**src/rtl/mbus_timer.sv**
```systemverilog
// ---------------------------------------------------------------------------
// mbus_timer
//
// Purpose:
//   Memory-mapped down-counting timer that responds on the cpu mbus. Four word
//   registers sit at BASE_ADDR..BASE_ADDR+3:
//     0 CNT   current count (RW)
//     1 AR    reload value (RW)
//     2 CTRL  [0] RUN, [1] ONESHOT, [2] IE, [15:8] PRESC (RW)
//     3 STAT  [0] OVF sticky (write 1 to clear), [1] RUN copy (read-only)
//   Read data is forced to zero whenever the block is not selected, so the
//   bus-side read mux is a plain OR of all responders.
//
// Ports:
//   clk    in   1          system clock, rising edge
//   reset  in   1          asynchronous, active-high; clears all state
//   addr   in   ADDR_SIZE  word address (cpu mbus_aout)
//   din    in   WIDTH      write data (cpu mbus_dout)
//   wen    in   1          write enable, sampled at the clk edge
//   dout   out  WIDTH      combinational read data (to cpu mbus_din)
//   sel    out  1          high when addr falls inside the register block
//   irq    out  1          OVF & CTRL.IE (only when TIMER_IRQ_EN is defined)
//
// Configuration:
//   TIMER_IRQ_EN  when defined, adds the irq port and the CTRL.IE bit. When
//                 undefined, CTRL[2] is not stored and always reads 0.
// ---------------------------------------------------------------------------
module mbus_timer #(
  parameter int                   WIDTH     = 32,
  parameter int                   ADDR_SIZE = 32,
  parameter logic [ADDR_SIZE-1:0] BASE_ADDR = ADDR_SIZE'(32'hFFFF_FF40)
) (
  input  logic                 clk,
  input  logic                 reset,
  input  logic [ADDR_SIZE-1:0] addr,
  input  logic [WIDTH-1:0]     din,
  input  logic                 wen,
  output logic [WIDTH-1:0]     dout,
  output logic                 sel
`ifdef TIMER_IRQ_EN
  ,
  output logic                 irq
`endif
);

  // The only control state is whether the counter is running.
  typedef enum logic {
    STOP = 1'b0,
    RUN  = 1'b1
  } state_e;

  // Bits of din that a register actually stores; the rest are discarded.
  localparam logic [WIDTH-1:0] USED_MASK = WIDTH'(32'hFFFF_FFFF);

  state_e           state_q, state_d;
  logic [WIDTH-1:0] cnt_q, cnt_d;
  logic [WIDTH-1:0] ar_q, ar_d;
  logic [7:0]       presc_q, presc_d;
  logic [7:0]       pcnt_q, pcnt_d;
  logic             oneShot_q, oneShot_d;
  logic             ovf_q, ovf_d;
  logic             ieBit;

  logic             writeCnt;
  logic             writeAr;
  logic             writeCtrl;
  logic             writeStat;
  logic             tick;
  logic             tickTaken;
  logic             cntIsZero;
  logic             ctrlStops;
  logic [WIDTH-1:0] readData;
  logic             unusedDin;

  // Block select compares the word address above the two offset bits.
  assign sel = (addr[ADDR_SIZE-1:2] == BASE_ADDR[ADDR_SIZE-1:2]);

  // One write strobe per register; unselected writes never reach a register.
  assign writeCnt  = sel && wen && (addr[1:0] == 2'd0);
  assign writeAr   = sel && wen && (addr[1:0] == 2'd1);
  assign writeCtrl = sel && wen && (addr[1:0] == 2'd2);
  assign writeStat = sel && wen && (addr[1:0] == 2'd3);

  assign cntIsZero = (cnt_q == '0);
  assign ctrlStops = writeCtrl && !din[0];

  // The prescaler reaches PRESC once every PRESC+1 running clocks.
  assign tick = (state_q == RUN) && (pcnt_q == presc_q);

  // A tick is consumed by a CNT write or by a CTRL write that stops the
  // timer on the same edge; in both cases bus software has the last word.
  assign tickTaken = tick && !writeCnt && !ctrlStops;

  assign unusedDin = ^(din & ~USED_MASK);

`ifdef TIMER_IRQ_EN
  logic ie_q, ie_d;

  // Interrupt enable is stored only in the irq build.
  always_ff @(posedge clk or posedge reset) begin
    if (reset) begin
      ie_q <= 1'b0;
    end else begin
      ie_q <= ie_d;
    end
  end

  // IE follows CTRL writes and holds otherwise.
  always_comb begin
    ie_d = ie_q;
    if (writeCtrl) begin
      ie_d = din[2];
    end
  end

  assign ieBit = ie_q;
  assign irq   = ovf_q && ie_q;
`else
  assign ieBit = 1'b0;
`endif

  // Run/stop state register.
  always_ff @(posedge clk or posedge reset) begin
    if (reset) begin
      state_q <= STOP;
    end else begin
      state_q <= state_d;
    end
  end

  // Start and stop come from CTRL writes; a one-shot also stops itself when
  // its expiry tick reloads the counter, unless a CTRL write says otherwise.
  always_comb begin
    state_d = state_q;
    case (state_q)
      STOP: begin
        if (writeCtrl && din[0]) begin
          state_d = RUN;
        end
      end
      RUN: begin
        if (writeCtrl) begin
          state_d = din[0] ? RUN : STOP;
        end else if (tickTaken && cntIsZero && oneShot_q) begin
          state_d = STOP;
        end
      end
      default: state_d = STOP;
    endcase
  end

  // Datapath registers: count, reload, control fields, prescaler, overflow.
  always_ff @(posedge clk or posedge reset) begin
    if (reset) begin
      cnt_q     <= '0;
      ar_q      <= '0;
      presc_q   <= '0;
      pcnt_q    <= '0;
      oneShot_q <= 1'b0;
      ovf_q     <= 1'b0;
    end else begin
      cnt_q     <= cnt_d;
      ar_q      <= ar_d;
      presc_q   <= presc_d;
      pcnt_q    <= pcnt_d;
      oneShot_q <= oneShot_d;
      ovf_q     <= ovf_d;
    end
  end

  // Next-state datapath. The reload always uses the AR value from before
  // the edge, so an AR write on a reload edge only affects later reloads.
  // An OVF set beats a simultaneous write-one-to-clear.
  always_comb begin
    cnt_d     = cnt_q;
    ar_d      = ar_q;
    presc_d   = presc_q;
    oneShot_d = oneShot_q;
    ovf_d     = ovf_q;
    pcnt_d    = 8'd0;

    if (writeCnt) begin
      cnt_d = din;
    end else if (tickTaken) begin
      cnt_d = cntIsZero ? ar_q : (cnt_q - WIDTH'(1));
    end

    if (writeAr) begin
      ar_d = din;
    end

    if (writeCtrl) begin
      oneShot_d = din[1];
      presc_d   = din[15:8];
    end

    if (tickTaken && cntIsZero) begin
      ovf_d = 1'b1;
    end else if (writeStat && din[0]) begin
      ovf_d = 1'b0;
    end

    // The prescaler only advances while running and staying running; it is
    // parked at 0 in STOP so a restart always begins a full period.
    if ((state_q == RUN) && (state_d == RUN) && !tick) begin
      pcnt_d = pcnt_q + 8'd1;
    end
  end

  // Register read mux; unused CTRL/STAT bits read as zero.
  always_comb begin
    readData = '0;
    case (addr[1:0])
      2'd0: readData = cnt_q;
      2'd1: readData = ar_q;
      2'd2: begin
        readData[0]    = (state_q == RUN);
        readData[1]    = oneShot_q;
        readData[2]    = ieBit;
        readData[15:8] = presc_q;
      end
      2'd3: begin
        readData[0] = ovf_q;
        readData[1] = (state_q == RUN);
      end
      default: readData = '0;
    endcase
  end

  assign dout = sel ? readData : '0;

endmodule
```
**config.mk**
```make
export PLATFORM = sky130hd
export DESIGN_NAME = mbus_timer
export DESIGN_NICKNAME = d
export VERILOG_FILES = /design/src/rtl/mbus_timer.sv
export SDC_FILE = /design/constraint.sdc
export NUM_CORES = 1
export LEC_CHECK = 0
export BUFFER_PORTS_ARGS = -buffer_cell sky130_fd_sc_hd__buf_2
export CAP_MARGIN = 20
export CORE_ASPECT_RATIO = 0.8
export CORE_MARGIN = 5
export CORE_UTILIZATION = 35
export CTS_CLUSTER_SIZE = 8
export DETAILED_ROUTE_END_ITERATION = 7
export SYNTH_ARGS = -nofsm -noshare
export SYNTH_HDL_FRONTEND = slang
export SYNTH_SLANG_ARGS = --single-unit
```
**constraint.sdc**
```tcl
create_clock -name clk -period 3.5 [get_ports clk]
set_clock_uncertainty 0.15 [all_clocks]
set_input_delay 0.175 -clock clk [delete_from_list [all_inputs] [get_ports clk]]
set_output_delay 0.175 -clock clk [all_outputs]
set_load 0.02 [all_outputs]
```
-- Word level (Yosys, flattened, before mapping)
Index checks and enable logic that the tools add are counted.
- register bits: 83
- input port bits: 67
- output and inout bits: 33
- logic and storage cells: 55
- add/sub/neg operators: 2
- equality and inequality tests: 5
- mux-type cells: 17
- bitwise operators: 1
- reductions and logical operators: 23
- operator list (operator ; count):
    2-to-1 mux 32 bit ; 4
    zero test 32 bit ; 1
    case mux 16 bit (2 select lines) ; 1
    subtractor 32 x 1 -> 32 bit (second input constant) ; 1
    == test 30 bit (second input constant) ; 1
    case mux 8 bit (3 select lines) ; 1
    logical AND 1 bit ; 15
    case mux 5 bit (2 select lines) ; 1
    adder 8 x 1 -> 8 bit (second input constant) ; 1
    == test 8 bit ; 1
    2-to-1 mux 8 bit ; 1
    case mux 2 bit (4 select lines) ; 1
    2-to-1 mux 1 bit ; 6
    == test 2 bit (second input constant) ; 2
    zero test 1 bit ; 4
    case mux 1 bit (2 select lines) ; 2
    nonzero test 2 bit ; 2
    == test 2 x 1 -> 1 bit (second input constant) ; 1
    zero test 2 bit ; 1
    inverter 1 bit ; 1

-- Logic depth before layout (Yosys ltp)
- depth after elaboration: 14
- depth in mapped cells: 11

-- Least setup slack after synthesis
No wires, ideal clock.
- path type: reg2reg
- from: register cnt_q[13]
- to: register cnt_q[11]
- arrival time: 2.601 ns
- required time: 3.202 ns
- path slack: 0.601 ns
- cell stages (with the launch flop): 9
- buffers on the path: 2
- period minus slack after synthesis: 2.899 ns
- cell sequence: dfrtp_1 -> or4_4 -> or4_1 -> buf_2 -> or4_4 -> buf_6 -> mux2_4 -> a22oi_2 -> o21ai_1
- word-level cells in the longest chain between the ends: 4
- RTL lines (element ; RTL line ; RTL):
    from (decl) ; 56 ; logic [WIDTH-1:0] cnt_q, cnt_d;
    from (signal assigned) ; 162 ; cnt_q <= cnt_d;
    zero test 32 bit ; 84 ; assign cntIsZero = (cnt_q == '0);
    2-to-1 mux 32 bit ; 185 ; cnt_d = cntIsZero ? ar_q : (cnt_q - WIDTH'(1));
    2-to-1 mux 32 bit ; 184 ; end else if (tickTaken) begin
    2-to-1 mux 32 bit ; 182 ; if (writeCnt) begin
Every way passes these cells. The select of a mux whose other input is x is not followed.
A chain may end at the register's enable or synchronous reset.

-- Worst setup path after layout
- from: register cnt_q[13]
- to: register cnt_q[3]
Same word-level chain as after synthesis.

==> metrics.md <==
| Metric | Value |
|---|---|
| Cells resized by post-CTS repair | `0` |
| Clock Path Buffers | `2` |
| Area of the mapped netlist | `0.005135 mm²` |
| Worst Path Max Fanout | `26` |
| CTS tree | `built` |
| # rows | `39` |
| Slew HR | `45.15%` |
| Number of global-route vias before repair | `4768` |
| Initial DRC Count | `379` |
| Grt ovf | `0` |
| Nets | `742` |
| Fin util | `45.88%` |
| Layout cells sized above 1 | `29.06%` |
| Largest net degree at the start of global routing | `54` |
| Worst-path clk slew | `0.07 ns` |
| FMAX | `0.3055 GHz` |
| Placed Cells | `812` |
| Total of max-cap violations | `0` |
| Final Power | `2.266 mW` |
| Leading area contributor after synthesis | `dfrtp_1` |
| Endpoints failing setup | `0` |
| Syn Inst Count | `541` |
| Synth top area cells | `dfrtp_1, mux2_2, mux2i_1` |
| VDD IR max | `0.0002029 V` |
| Global-route wire length before repair | `25730 µm` |
| Area growth from synthesis to layout | `28.19%` |
| Die area | `0.01721 mm²` |
| Die span in y | `118.3 µm` |
| Final Cell Area | `0.006583 mm²` |
| Worst slew pin tran | `0.8227 ns` |
| PD cells | `344.3 mW/mm²` |
| Antenna violations before repair | `0` |
| Register bit total from synthesis | `83` |
| CTS Buf Count | `9` |
| Critical Path End Type | `register` |
| Post-route insts no fill | `862` |
| ANT nets after route | `0` |
| Synth cell count leaders | `dfrtp_1, nor2_1, mux2_2, mux2i_1, o21ai_0` |
| DPL Wire Length | `11070 µm` |
| Final Cycle Share | `93.51%` |
| Synth Flop Type | `dfrtp_1` |
| Initial Utilization | `35.79%` |
| DRC viols | `0` |
| Top cell type's share of synthesized area | `40.45%` |
| RSZ-0062 raised after global routing | `no` |
| Top Ports | `100` |
| Hold Vio Cnt, Final | `0` |
| CP arrival | `3.32 ns` |
| Mapped Nets | `610` |
| Leakage power | `3.178 nW` |
| WL per Instance | `18.13 µm` |
| TNS Setup | `0 ns` |
| Drt pass-1 iters | `7` |
| CTS sink count | `83` |
| Placed Area | `0.005868 mm²` |
| EDFF count, synth | `0` |
| Vias/cell | `5.575` |
| Outcome | `completed` |
| WP data required | `3.55 ns` |
| Detailed-route via count | `4806` |
| GRT Util Overall | `18.09%` |
| Crit Path Class | `register to register` |
| Placer Congestion | `0.8700` |
| Syn. warnings | `0` |
| Final wirelength | `15630 µm` |
| Tmin final | `3.273 ns` |
| Hold Crit Class | `primary input to register` |
| Root buf cell | `clkbuf_16` |
| Asr flop ratio synth | `100.0%` |
| Die X | `145.4 µm` |
| Post-synth cell types | `57` |
| Count leader, synth | `dfrtp_1` |
| Sequential fraction of the synthesis area | `40.45%` |
| IO buf count | `99` |
| Core area | `0.01435 mm²` |
| Clk_lat worst skew | `0.34 ns` |
| Fin. max-slew vios | `0` |
| # diodes | `0` |
| Htree depth | `3` |
| Avg Synthesized Cell Area | `9.492 µm²` |
| CP Launch Type | `register` |
## power by group
| group | total, mW | switching (mW) | leakage, nW | internal (mW) |
|---|---|---|---|---|
| Sequential | 0.959 | 0.000000992 | 1.14 | 0.959 |
| Combinational | 0.132 | 0.0657 | 1.86 | 0.0662 |
| Clock | 1.18 | 0.406 | 0.180 | 0.770 |
| Total | 2.27 | 0.471 | 3.18 | 1.80 |
## routing by layer
layer | track usage, % | vias up | wire length [µm]
li1 | - | 2256 | -
met1 | 25.73 | 2369 | 7470
met2 | 27.82 | 165 | 6933
met3 | 4.361 | 16 | 1027
met4 | 4.604 | 0 | 199
met5 | 0 | - | 0
## critical path, stage by stage, from the launching register on
cell and delay (ns):
dfrtp_1 0.47, or4_4 0.60, or4_1 0.62, or4_4 0.69, mux2_4 0.37, mux2i_1 0.13, a21oi_1 0.09
## final cells by class
cell class	instances	area, µm²
Multi-Input combinational cell	409	2843
Tap cell	184	230.2
Timing Repair Buffer	155	1011
Sequential cell	83	2077
Inverter	15	57.56
Clock buffer	9	225.2
Fill cell	1346	7764
Clock inverter	7	138.9
## logic make-up after synthesis
logic type | Yosys count | synth area share [%]
mux | 86 | 18.45
buf+inv | 49 | 4.435
flops | 83 | 40.45
simple gates | 192 | 18.57
xor+xnor | 22 | 3.752
fa+ha+maj | 2 | 0.4873
compound gates | 107 | 13.87
## per-stage QoR
step                hold slack (ns)  setup slack [ns]
floorplan                    0.1418            0.6009
global placement             0.2538            0.3342
detailed placement           0.2529            0.2866
CTS                         0.03459            0.2631
global route                0.08512           0.08559
finish                      0.04985            0.2272
## cell usage in the layout, fill, tap and decap left out, types with 13 or more instances in the layout
cell type,synthesis,final
dlygate4sd3_1,0,33
inv_1,15,14
buf_4,0,22
nor3_1,18,18
mux2_2,41,41
a31oi_1,13,13
buf_2,5,99
dfrtp_1,83,83
nor2_1,76,76
a21oi_1,22,22
o21ai_0,24,24
mux2i_1,41,41
nand2_1,21,21
## path summary, 6_finish.rpt
check                      cells after the start  slack, ns    endpoint      start
min in group asynchronous                      3       0.15  presc_q[4]      reset
hold / removal                                 4       0.05       ovf_q        wen
setup reg to reg                               6       0.23    cnt_q[3]  cnt_q[13]
setup / recovery                               6       0.23    cnt_q[3]  cnt_q[13]
hold reg to reg                                1       0.37   pcnt_q[0]  pcnt_q[0]
max in group asynchronous                      5       2.27   cnt_q[24]      reset
## flip-flops by register name, summed over array words and instances (netlist names)
| name | count |
|---|---|
| ar_q | 32 |
| cnt_q | 32 |
| pcnt_q | 8 |
| presc_q | 8 |
| oneShot_q | 1 |
| ovf_q | 1 |
| state_q | 1 |
## repair_timing
item                                   CTS  global route
endpoints found under the hold margin  120             0
hold buffers                            33             0
buffers inserted                         0             0
No activity file was read; power rests on OpenSTA's default activity.
